## config.mk

```make
export PLATFORM = sky130hd
export DESIGN_NAME = updown_mod_counter
export DESIGN_NICKNAME = d
export VERILOG_FILES = /design/src/rtl/updown_mod_counter_pkg.sv /design/src/rtl/updown_mod_counter.sv
export SDC_FILE = /design/constraint.sdc
export NUM_CORES = 1
export LEC_CHECK = 0
export CAP_MARGIN = 40
export CORE_MARGIN = 2
export CORE_UTILIZATION = 25
export DETAILED_ROUTE_END_ITERATION = 10
export DONT_BUFFER_PORTS = 1
export GPL_ROUTABILITY_DRIVEN = 0
export PLACE_DENSITY_LB_ADDON = 0.3
export SLEW_MARGIN = 25
export SYNTH_ARGS = -nofsm -noshare
export SYNTH_HDL_FRONTEND = slang
export SYNTH_SLANG_ARGS = --single-unit
export TNS_END_PERCENT = 30
```

## constraint.sdc

```tcl
create_clock -name i_clock -period 4.2 [get_ports i_clock]
set_input_delay 1.05 -clock i_clock [delete_from_list [all_inputs] [get_ports i_clock]]
set_output_delay 1.05 -clock i_clock [all_outputs]
set_load 0.01 [all_outputs]
```

## src/rtl/updown_mod_counter_pkg.sv

```systemverilog
// -----------------------------------------------------------------------------
// updown_mod_counter_pkg
//   Shared definitions for the up/down modulo counter:
//     - DIR_UP / DIR_DOWN : encodings of the direction input
//     - params_ok()       : elaboration-time legality check of the counter
//                           parameters (width, terminal value, reset value)
// -----------------------------------------------------------------------------
package updown_mod_counter_pkg;

    // Direction encodings for the i_up input
    localparam logic DIR_UP   = 1'b1;
    localparam logic DIR_DOWN = 1'b0;

    // Returns 1 when the parameter set describes a legal counter:
    // width of at least 2 bits, terminal value representable in that width,
    // and a reset value inside the counting range.
    function automatic bit params_ok(input int width, input longint max_count,
                                     input longint reset_val);
        bit ok_v;
        ok_v = 1'b1;
        if (width < 2 || width > 62) begin
            ok_v = 1'b0;
        end else begin
            if (max_count < 64'sd0 || max_count >= (64'sd1 <<< width)) begin
                ok_v = 1'b0;
            end else begin
                ok_v = ok_v;
            end
            if (reset_val < 64'sd0 || reset_val > max_count) begin
                ok_v = 1'b0;
            end else begin
                ok_v = ok_v;
            end
        end
        return ok_v;
    endfunction

endpackage

```

## src/rtl/updown_mod_counter.sv

```systemverilog
// -----------------------------------------------------------------------------
// updown_mod_counter
//   Parametrised synchronous up/down counter over the range 0..MAX_COUNT with
//   parallel load (clamped to MAX_COUNT), count enable and wrap or saturate
//   behaviour at the bounds. A bound step raises a one-cycle WRAP pulse and
//   sets a sticky OVF flag.
//
// Parameters
//   WIDTH      counter width (>=2)
//   MAX_COUNT  terminal value (<= 2**WIDTH-1)
//   RESET_VAL  value after i_clear_n / i_sclr (<= MAX_COUNT)
//   SATURATE   0 = wrap at bounds, 1 = hold at bounds
//
// Ports
//   i_clock    rising-edge clock
//   i_clear_n  asynchronous active-low clear
//   i_sclr     synchronous clear to RESET_VAL, also clears o_ovf
//   i_load     synchronous parallel load of i_d
//   i_d        load value
//   i_en       count enable
//   i_up       1 = increment, 0 = decrement
//   o_q        current count (registered)
//   o_tc       terminal count: next enabled step crosses a bound (combinational)
//   o_wrap     one-cycle pulse after a bound step (registered)
//   o_ovf      sticky overflow flag (registered)
// -----------------------------------------------------------------------------
module updown_mod_counter
    import updown_mod_counter_pkg::*;
#(
    parameter int WIDTH     = 4,
    parameter int MAX_COUNT = 9,
    parameter int RESET_VAL = 0,
    parameter int SATURATE  = 0
) (
    input  logic             i_clock,
    input  logic             i_clear_n,
    input  logic             i_sclr,
    input  logic             i_load,
    input  logic [WIDTH-1:0] i_d,
    input  logic             i_en,
    input  logic             i_up,
    output logic [WIDTH-1:0] o_q,
    output logic             o_tc,
    output logic             o_wrap,
    output logic             o_ovf
);

    if (!params_ok(WIDTH, longint'(MAX_COUNT), longint'(RESET_VAL))) begin : g_param_error
        $error("updown_mod_counter: illegal WIDTH/MAX_COUNT/RESET_VAL combination");
    end

    localparam logic [WIDTH-1:0] C_MAX  = WIDTH'(MAX_COUNT);
    localparam logic [WIDTH-1:0] C_RST  = WIDTH'(RESET_VAL);
    localparam logic [WIDTH-1:0] C_ZERO = {WIDTH{1'b0}};
    localparam logic [WIDTH-1:0] C_ONE  = {{(WIDTH-1){1'b0}}, 1'b1};
    localparam bit               C_SAT  = (SATURATE != 0);

    logic [WIDTH-1:0] r_q;
    logic             r_wrap;
    logic             r_ovf;

    logic [WIDTH-1:0] w_next_q;
    logic             w_next_wrap;
    logic             w_next_ovf;
    logic             w_at_bound;

    // Bound detection: explicit compares so MAX_COUNT == 2**WIDTH-1 never
    // relies on arithmetic rollover.
    always_comb begin
        w_at_bound = 1'b0;
        if (i_up == DIR_UP) begin
            w_at_bound = (r_q == C_MAX);
        end else begin
            w_at_bound = (r_q == C_ZERO);
        end
    end

    // Next-state for count, wrap pulse and sticky flag; priority SCLR > LOAD > EN
    always_comb begin
        w_next_q    = r_q;
        w_next_wrap = 1'b0;
        w_next_ovf  = r_ovf;
        if (i_sclr) begin
            w_next_q   = C_RST;
            w_next_ovf = 1'b0;
        end else if (i_load) begin
            // Loads outside the range are clamped to the terminal value
            if (i_d > C_MAX) begin
                w_next_q = C_MAX;
            end else begin
                w_next_q = i_d;
            end
        end else if (i_en) begin
            if (w_at_bound) begin
                // Bound step: pulse and flag in both wrap and saturate modes
                w_next_wrap = 1'b1;
                w_next_ovf  = 1'b1;
                if (C_SAT) begin
                    w_next_q = r_q;
                end else if (i_up == DIR_UP) begin
                    w_next_q = C_ZERO;
                end else begin
                    w_next_q = C_MAX;
                end
            end else if (i_up == DIR_UP) begin
                w_next_q = r_q + C_ONE;
            end else begin
                w_next_q = r_q - C_ONE;
            end
        end else begin
            w_next_q = r_q;
        end
    end

    // Count, wrap pulse and overflow registers with asynchronous clear
    always_ff @(posedge i_clock or negedge i_clear_n) begin
        if (!i_clear_n) begin
            r_q    <= C_RST;
            r_wrap <= 1'b0;
            r_ovf  <= 1'b0;
        end else begin
            r_q    <= w_next_q;
            r_wrap <= w_next_wrap;
            r_ovf  <= w_next_ovf;
        end
    end

    assign o_q    = r_q;
    assign o_wrap = r_wrap;
    assign o_ovf  = r_ovf;
    // Terminal count looks ahead at the step the current inputs would take
    assign o_tc   = i_en & ~i_sclr & ~i_load & w_at_bound;

endmodule

```

After elaboration in Yosys (flattened, before gate mapping)
Index checks and enable logic that the tools add are counted.
Widths: inputs -> output; s select.
{"block": "totals", "reg_bits": 6, "inputBits": 10, "output_inout_bits": 7, "elab_cells": 34}
{"block": "classes", "magnitude_cmp": 1, "eq_ne": 2, "muxes": 16, "reduce_logical": 5, "addsub": 2, "bitwise": 5}
{"operator": "$mux 4", "count": 7}
{"operator": "$mux 1", "count": 9}
{"operator": "$add 4x1->4 const B", "count": 1}
{"operator": "$eq 4x4->1 const B", "count": 1}
{"operator": "$gt 4x4->1 const B", "count": 1}
{"operator": "$logic_not 4->1", "count": 1}
{"operator": "$reduce_bool 2->1", "count": 2}
{"operator": "$sub 4x1->4 const B", "count": 1}
{"operator": "$and 1x1->1", "count": 3}
{"operator": "$reduce_and 3->1", "count": 1}
{"operator": "$reduce_bool 3->1", "count": 1}
{"operator": "$ne 2x2->1 const B", "count": 1}
{"operator": "$not 1->1", "count": 2}

Logic depth before layout (Yosys ltp)
Gate-level depths: netlist of the first run.
{"block": "depth", "ltp_word": 6, "ltp_mapped": 7, "depth_no_buf": 7}

Worst setup path before layout of the first run
Ideal clock, no wire load.
{"block": "synth_timing", "path_kind": "input-to-output", "startpoint": "input port i_up", "endpoint": "output port o_tc", "required_ps": 3150, "n_path_buf": 0, "path_stages": 3, "t_arrival_ps": 1695, "setup_slack_ps": 1455, "cell_sequence": "nor3_1 o21ai_2 nor3_1"}
{"block": "synth_between", "elab_chain_cells": 2}
{"item": "start, declared", "line": "updown_mod_counter.sv:41", "text": "input logic i_up,"}
{"item": "$mux 1", "line": "updown_mod_counter.sv:71", "text": "if (i_up == DIR_UP) begin"}
{"item": "$and 1x1->1", "line": "updown_mod_counter.sv:132", "text": "assign o_tc = i_en & ~i_sclr & ~i_load & w_at_bound;"}
{"item": "end, declared", "line": "updown_mod_counter.sv:43", "text": "output logic o_tc,"}
Every way passes these cells.

Final worst setup path of the first run
Ends and elaborated chain as after synthesis.

==> results of run 1 <==
-- layer usage --
layer  wire length (um)  global-route usage [%]  vias up  share of wire [%]
met1                474                    14.6      206                 46
met3                 91                    6.04        0                8.8
met5                  0                       0        -                  0
met2                464                    15.2       18                 45
met4                  0                    4.86        0                  0
li1                   -                       -      199                  -
-- kinds of logic (layout without fill, tap and decap cells) --
group	after synthesis	in the layout	synth area share, %
buffers and inverters	7	8	7.77
xor gates and xnor gates	2	2	3.63
adders and majority gates	3	3	9.33
AOI/OAI and AO/OA	14	14	19.4
and+or+nand+nor	24	24	28.8
DFF	6	6	31.1
-- power by group --
part / switching, mW / internal (mW)
combinational: 0.0149 / 0.0158
clock: 0.0207 / 0.0323
sequential: 0.00847 / 0.0616
-- placed cells by master (no fill, tap or decap), types with 2 or more instances in the layout --
cell type  count
a21o_1         3
a21oi_1        4
clkbuf_4       3
dfrtp_1        6
ha_1           2
inv_1          5
nand2_1        2
nand2b_1       2
nand3_1        3
nand3b_1       3
nor2_1         4
nor3_1         4
o21ai_0        2
-- sequential cells by signal, summed over array words and instances (netlist names) --
signal	flops
o_ovf	1
o_q	4
o_wrap	1
-- critical path, delay by kind of cell --
family,cells,cell delay [ns]
compound gates,1,0.11
simple gates,2,0.61
-- cell type report --
class / instances / area, um2 / area share (%)
Multi-Input combinational cell: 43 / 295 / 57.0
Clock buffer: 3 / 22.5 / 4.35
Sequential cell: 6 / 150 / 29.0
Tap cell: 25 / 31.3 / 6.04
Inverter: 5 / 18.8 / 3.62
-- through the flow --
stage | hold WS, ns | area, um2 | total power, mW
after detailed placement | 0.544 | 495 | 0.102
after global routing | 0.472 | 518 | 0.168
after CTS | 0.482 | 518 | 0.159
final | 0.496 | 518 | 0.154
after floorplan | 0.521 | 483 | 0.0982
after global placement | 0.540 | 495 | 0.102
-- final timing paths --
check / startpoint / endpoint / slack [ns] / cells past startpoint
min in group i_clock: o_ovf / o_ovf / 0.54 / 1
max reg2reg: o_q[2] / o_q[3] / 2.42 / 6
max in group asynchronous: i_clear_n / o_q[2] / 3.63 / 0
min: i_clear_n / o_q[3] / 0.50 / 0
min reg2reg: o_ovf / o_ovf / 0.54 / 1
max: i_up / o_tc / 1.37 / 3
==> impl_results.md, run 1 <==
- Peak per-stage delay on the critical path: 0.40 ns
- Syn_nets: 69
- TritonRoute pass-1 iters: 2
- Synthesized area: 483 um2
- Cell taking the most area after synthesis: dfrtp_1
- Inst Count DP: 79
- Antenna violations before repair: 0
- Die area: 2300 um2
- Final Hold Vio Count: 0
- Vias in the first global route: 401
- Post-cts sizing count: 0
- CTS tree: yes
- Crit end category: output pin
- Num rows: 15
- Fmax: 0.354 GHz
- Crit path cell chain: nor3_1 > o21ai_2 > nor3_1
- Routed len/inst: 12.5 um
- Clock sinks: 6
- Worst-Margin Slew: 0.442 ns
- Postcts setup bufs: 0
- Power per cell area: 297 nW/um2
- Initial DRC Count: 8
- H-tree depth: 1
- Most frequent cell after synthesis: dfrtp_1
- Fraction of layout cells with a size suffix above 1: 14.0%
- WP data arrival: 1.78 ns
- Slowest-stage cell, CP: nor3_1
- Area Growth Syn to Fin: 7.25%
- Core area: 1760 um2
- DP Worst Slack: 1.35 ns
- Num ports: 17
- Die W: 48.0 um
- Crit path max fanout: 8
- Detail Route Antenna Nets: 0
- Clock Path Buffers: 2
- MaxCap Viol Count: 0
- LEAKAGE: 0.223 nW
- Outcome: completed
- Utilization after layout: 29.4%
- Non-Filler Instances: 82
- Grt ovf: 0
- RSZ-0062 raised after global routing: false
- HP Class: in -> async
- Clk slew on worst S/H paths: 0.05 ns
- Largest net degree at the start of global routing: 11
- Via count: 423
- Ys async rst share: 100%
- Setup CP Type: in -> out
- Final HPWL DP: 843 um
- CP required: 3.15 ns
- Final worst slack: 1.37 ns
- Seq/Total Area, Yosys: 31.1%
- Clock root buffer: clkbuf_4
- Number of synthesized register bits: 6
- Via density: 5.16
- Most used cell, CP: nor3_1
- Nets: 72
- Critical path launch point type: input pin
- Tcrit/Tclk final: 67.3%
- Worst slew margin: 70.3%
- Tot GR Track Use: 11.2%
- Avg Inst Size Synth: 8.62 um2
- DR DRC count: 0
- WL final: 1030 um
- Hold_buf cts: 0
- Final Setup Violations: 0
- Syn Inst Count: 56
- Num CTS Buffers: 3
- Fin crit period: 2.83 ns
- Latest clock arrival within the worst-skew pair: 0.25 ns
- Peak VDD IR: 0.183 mV
- Setup_tns: 0 ns
- Yosys warns: 0
- Setup Skew: 0.00604 ns
- Chip height: 48.0 um
- Synth top area share: 31.1%
- Distinct cell type count after synthesis: 28
- First-pass GRT wire length: 1700 um
- Number of port buffers: 0
- Slew Limit Fails: 0
- Filler Cell Count: 213
- Top FF cell, synth: dfrtp_1
- Initial Util: 27.4%
- Ant. Diodes: 0
- Post-synth top cells: 6 x dfrtp_1, 5 x inv_1, 4 x a21oi_1, 4 x nor2_1, 4 x nor3_1
- Synth area leaders: dfrtp_1 31%, ha_1 5.2%, a21o_1 4.7%, nand3b_1 4.7%, a21oi_1 4.1%
- Post-synth EDFFs: 0
Power figures use the tool's default switching activity.
==> run 2: changes to the inputs <==
Clock period 4.2 ns to 2.96 ns, I/O delays scaled along.
==> impl_results.md, run 2 (synthesized netlist as in run 1, its figures left out) <==
- Outcome: completed
- H-tree depth: 1
- Commonest non-fill, non-tap cell in the layout: dfrtp_1
- Largest register FFs: 4
- Setup_tns: 0 ns
- Final Setup Violations: 0
- Grt ovf: 0
- Power per cell area: 418 nW/um2
- Die area: 2300 um2
- RSZ-0062 raised after global routing: false
- Reg2reg start: o_q[2]
- WL final: 1010 um
- LEAKAGE: 0.223 nW
- Routed len/inst: 12.4 um
- Clock Path Buffers: 2
- Tcrit/Tclk final: 76.5%
- Met2 usage: 15.5%
- Largest net degree at the start of global routing: 11
- Worst slew margin: 69.7%
- Crit path max fanout: 6
- Peak per-stage delay on the critical path: 0.48 ns
- Num CTS Buffers: 3
- Worst hold slack: 0.191 ns
- Chip height: 48.0 um
- DR DRC count: 0
- WP data arrival: 1.52 ns
- Most used cell, CP: nor3_1
- Initial Util: 27.4%
- Gr busiest metal: met2
- Slowest-stage cell, CP: dfrtp_1
- CTS tree: yes
- Fmax: 0.442 GHz
- Die W: 48.0 um
- Num rows: 15
- Most frequent cells in the layout: 6 x dfrtp_1, 5 x inv_1, 4 x nor3_1, 4 x nor2_1, 4 x a21oi_1
- Area Growth Syn to Fin: 7.25%
- GR Layer Usage met3: 5.28%
- Met1 global-route usage: 13.5%
- Clock root buffer: clkbuf_4
- Number of port buffers: 0
- Detail Route Antenna Nets: 0
- Critical Path Source: o_q[0]
- Antenna violations before repair: 0
- Vias in the first global route: 407
- Hold_buf cts: 0
- Clk slew on worst S/H paths: 0.05 ns
- Postcts setup bufs: 0
- Fraction of layout cells with a size suffix above 1: 14.0%
- Crit end category: output pin
- MaxCap Viol Count: 0
- Via count: 411
- Num ports: 17
- Post-cts sizing count: 0
- Via density: 5.01
- Final HPWL DP: 831 um
- TritonRoute pass-1 iters: 4
- Worst-Margin Slew: 0.451 ns
- Final Hold Vio Count: 0
- Tot GR Track Use: 10.1%
- Ant. Diodes: 0
- First-pass GRT wire length: 1600 um
- Clock sinks: 6
- Peak VDD IR: 0.296 mV
- CP required: 2.22 ns
- Fin crit period: 2.26 ns
- Initial DRC Count: 3
- Core area: 1760 um2
- Latest clock arrival within the worst-skew pair: 0.24 ns
- HP Class: in -> async
- Setup Skew: 0.00522 ns
- Crit path cell chain: nor3_1 > o21ai_2 > nor3_1
- Setup CP Type: reg -> out
- Critical path launch point type: register
- Nets: 72
- Slew Limit Fails: 0
==> run 2: per-layer routing <==
metal	vias to the layer above	routed length, um
li1	199	-
met1	196	462
met2	16	454
met3	0	96
met4	0	0
met5	-	0
==> run 2: per-stage QoR <==
step / power [mW] / setup WS (ns) / area [um2] / instances / utilization (%)
2_1_floorplan: 0.139 / 0.835 / 483 / 56 / -
3_3_place_gp: 0.145 / 0.771 / 495 / 79 / 28.1
3_5_place_dp: 0.145 / 0.731 / 495 / 79 / 28.1
4_1_cts: 0.221 / 0.670 / 518 / 82 / 29.4
5_1_grt: 0.232 / 0.584 / 518 / 82 / 29.4
6_report: 0.217 / 0.697 / 518 / 82 / 29.4
==> run 2: layout make-up <==
class                           instances  area, um2
Fill cell                             215       1250
Sequential cell                         6        150
Tap cell                               25       31.3
Multi-Input combinational cell         43        295
Inverter                                5       18.8
Clock buffer                            3       22.5
==> run 2: path summary, 6_finish.rpt <==
| path | slack (ns) | cells after the start | end |
|---|---|---|---|
| worst max-delay path | 0.70 | 3 | o_tc |
| worst min-delay path | 0.19 | 0 | o_wrap |
| worst max register to register | 1.20 | 6 | o_q[3] |
| worst min register to register | 0.55 | 1 | o_ovf |
| max in group asynchronous | 2.70 | 0 | o_q[2] |
| min in group i_clock | 0.55 | 1 | o_ovf |
==> run 2: where the power goes <==
| part | total [mW] | internal (mW) | switching (mW) | leakage [nW] |
|---|---|---|---|---|
| combinational | 0.0440 | 0.0225 | 0.0215 | 0.129 |
| sequential | 0.0995 | 0.0874 | 0.0121 | 0.0802 |
| clock | 0.0731 | 0.0457 | 0.0274 | 0.0138 |
| total | 0.217 | 0.156 | 0.0610 | 0.223 |
==> run 2: critical path: cells and delay by family, from the launching register on <==
kind            cells  cell delay, ns
simple gates        2            0.70
flops               1            0.48
compound gates      1            0.11
==> run 3: changes to the inputs <==
Clock period 2.96 ns to 2 ns, I/O delays scaled along.
==> impl_results.md, run 3 (synthesized netlist as in run 1, its figures left out) <==
- H-tree depth: 1
- Tot GR Track Use: 11.1%
- Multi-input gate area: 303 um2
- Top Layer Used: met3
- Power per cell area: 595 nW/um2
- WL met2: 432 um
- Initial DRC Count: 12
- Most frequent cells in the layout: 5 x inv_1, 5 x dfrtp_1, 4 x a21oi_1
- Clk slew on worst S/H paths: 0.04 ns
- CTS tree: yes
- M1 wire length: 498 um
- Number of port buffers: 0
- CP required: 1.50 ns
- Inst Count DP: 82
- Latest clock arrival within the worst-skew pair: 0.24 ns
- Antenna violations before repair: 0
- Die area: 2300 um2
- WP data arrival: 1.38 ns
- Clock Path Buffers: 2
- LEAKAGE: 0.244 nW
- Fraction of layout cells with a size suffix above 1: 23.0%
- Die W: 48.0 um
- Num CTS Buffers: 3
- Core area: 1760 um2
- Crit end category: output pin
- RSZ-0062 raised after global routing: false
- Vias in the first global route: 419
- MaxCap Viol Count: 0
- Fin crit period: 1.88 ns
- HP Class: in -> reg
- Via density: 4.92
- Nets: 76
- Setup_tns: 0 ns
- Num rows: 15
- Flip-flop and latch area: 151 um2
- Worst slew margin: 78.4%
- WL final: 1050 um
- Final Setup Violations: 0
- Via count: 423
- Worst-Margin Slew: 0.324 ns
- Ant. Diodes: 0
- First-pass GRT wire length: 1710 um
- Initial Util: 27.4%
- Num ports: 17
- Peak VDD IR: 0.472 mV
- Non-Filler Instances: 86
- Slew Limit Fails: 0
- Outcome: completed
- Chip height: 48.0 um
- Tcrit/Tclk final: 94.0%
- Detail Route Antenna Nets: 0
- Detail Route met3 WL: 115 um
- Routed len/inst: 12.2 um
- Clock sinks: 6
- TritonRoute pass-1 iters: 4
- Critical path launch point type: register
- Crit path max fanout: 6
- Largest net degree at the start of global routing: 10
- Final HPWL DP: 842 um
- R2R Setup Slk: 0.34 ns
- Setup CP Type: reg -> out
- Fmax: 0.532 GHz
- Largest register FFs: 4
- Filler Cell Count: 196
- Final Hold Vio Count: 0
- DR DRC count: 0
- Clock root buffer: clkbuf_4
- Grt ovf: 0
- Setup Skew: 0.00570 ns
- Area Growth Syn to Fin: 15.8%
==> run 3: layout make-up <==
class	count	share of cell area (%)
multi-input cells	43	54.1
flip-flops and latches	6	27.1
repair buffers	4	5.82
well taps	25	5.59
clock buffers	3	4.03
inverters	5	3.36
==> run 3: routing by layer <==
metal / up-vias / global-route usage [%]
met5: - / 0
met4: 0 / 2.70
met3: 0 / 6.79
met2: 18 / 14.4
met1: 196 / 15.5
li1: 209 / -
==> run 3: worst paths after layout <==
| check | endpoint | depth (start not counted) | from |
|---|---|---|---|
| worst max-delay path | o_tc | 4 | o_q[0] |
| worst min register to register | o_ovf | 1 | o_ovf |
| min in group asynchronous | o_wrap | 1 | i_clear_n |
| max in group asynchronous | o_q[0] | 1 | i_clear_n |
| worst max register to register | o_q[2] | 6 | o_q[1] |
| worst min-delay path | o_q[2] | 1 | i_sclr |
==> run 3: critical path: stages (launching register included) <==
cell	delay (ns)
dfrtp_2	0.47
nor3_2	0.21
o21ai_2	0.11
nor3_1	0.19
buf_4	0.16
==> run 3: repair_timing <==
action                                 CTS  global route
setup endpoints to repair                0             1
setup buffers                            0             0
resized for setup                        0             3
endpoints found under the hold margin    6             0
hold buffers                             1             0
==> run 3: report_power, final <==
part | leakage (nW) | switching, mW | internal [mW] | total (mW)
logic | 0.151 | 0.0409 | 0.0402 | 0.0811
registers | 0.0790 | 0.0138 | 0.130 | 0.144
clock network | 0.0138 | 0.0406 | 0.0676 | 0.108
==> run 3: per-stage QoR <==
stage                     hold WS [ns]  cell area [um2]  total power [mW]  utilization (%)  setup slack (ns)
after global routing             0.289              559             0.362             31.7            0.0217
final                            0.310              559             0.333             31.7             0.119
after global placement           0.205              518             0.221             29.4             0.197
after CTS                        0.306              551             0.335             31.2            0.0216
after floorplan                  0.204              483             0.206                -             0.312
after detailed placement         0.205              518             0.220             29.4             0.159
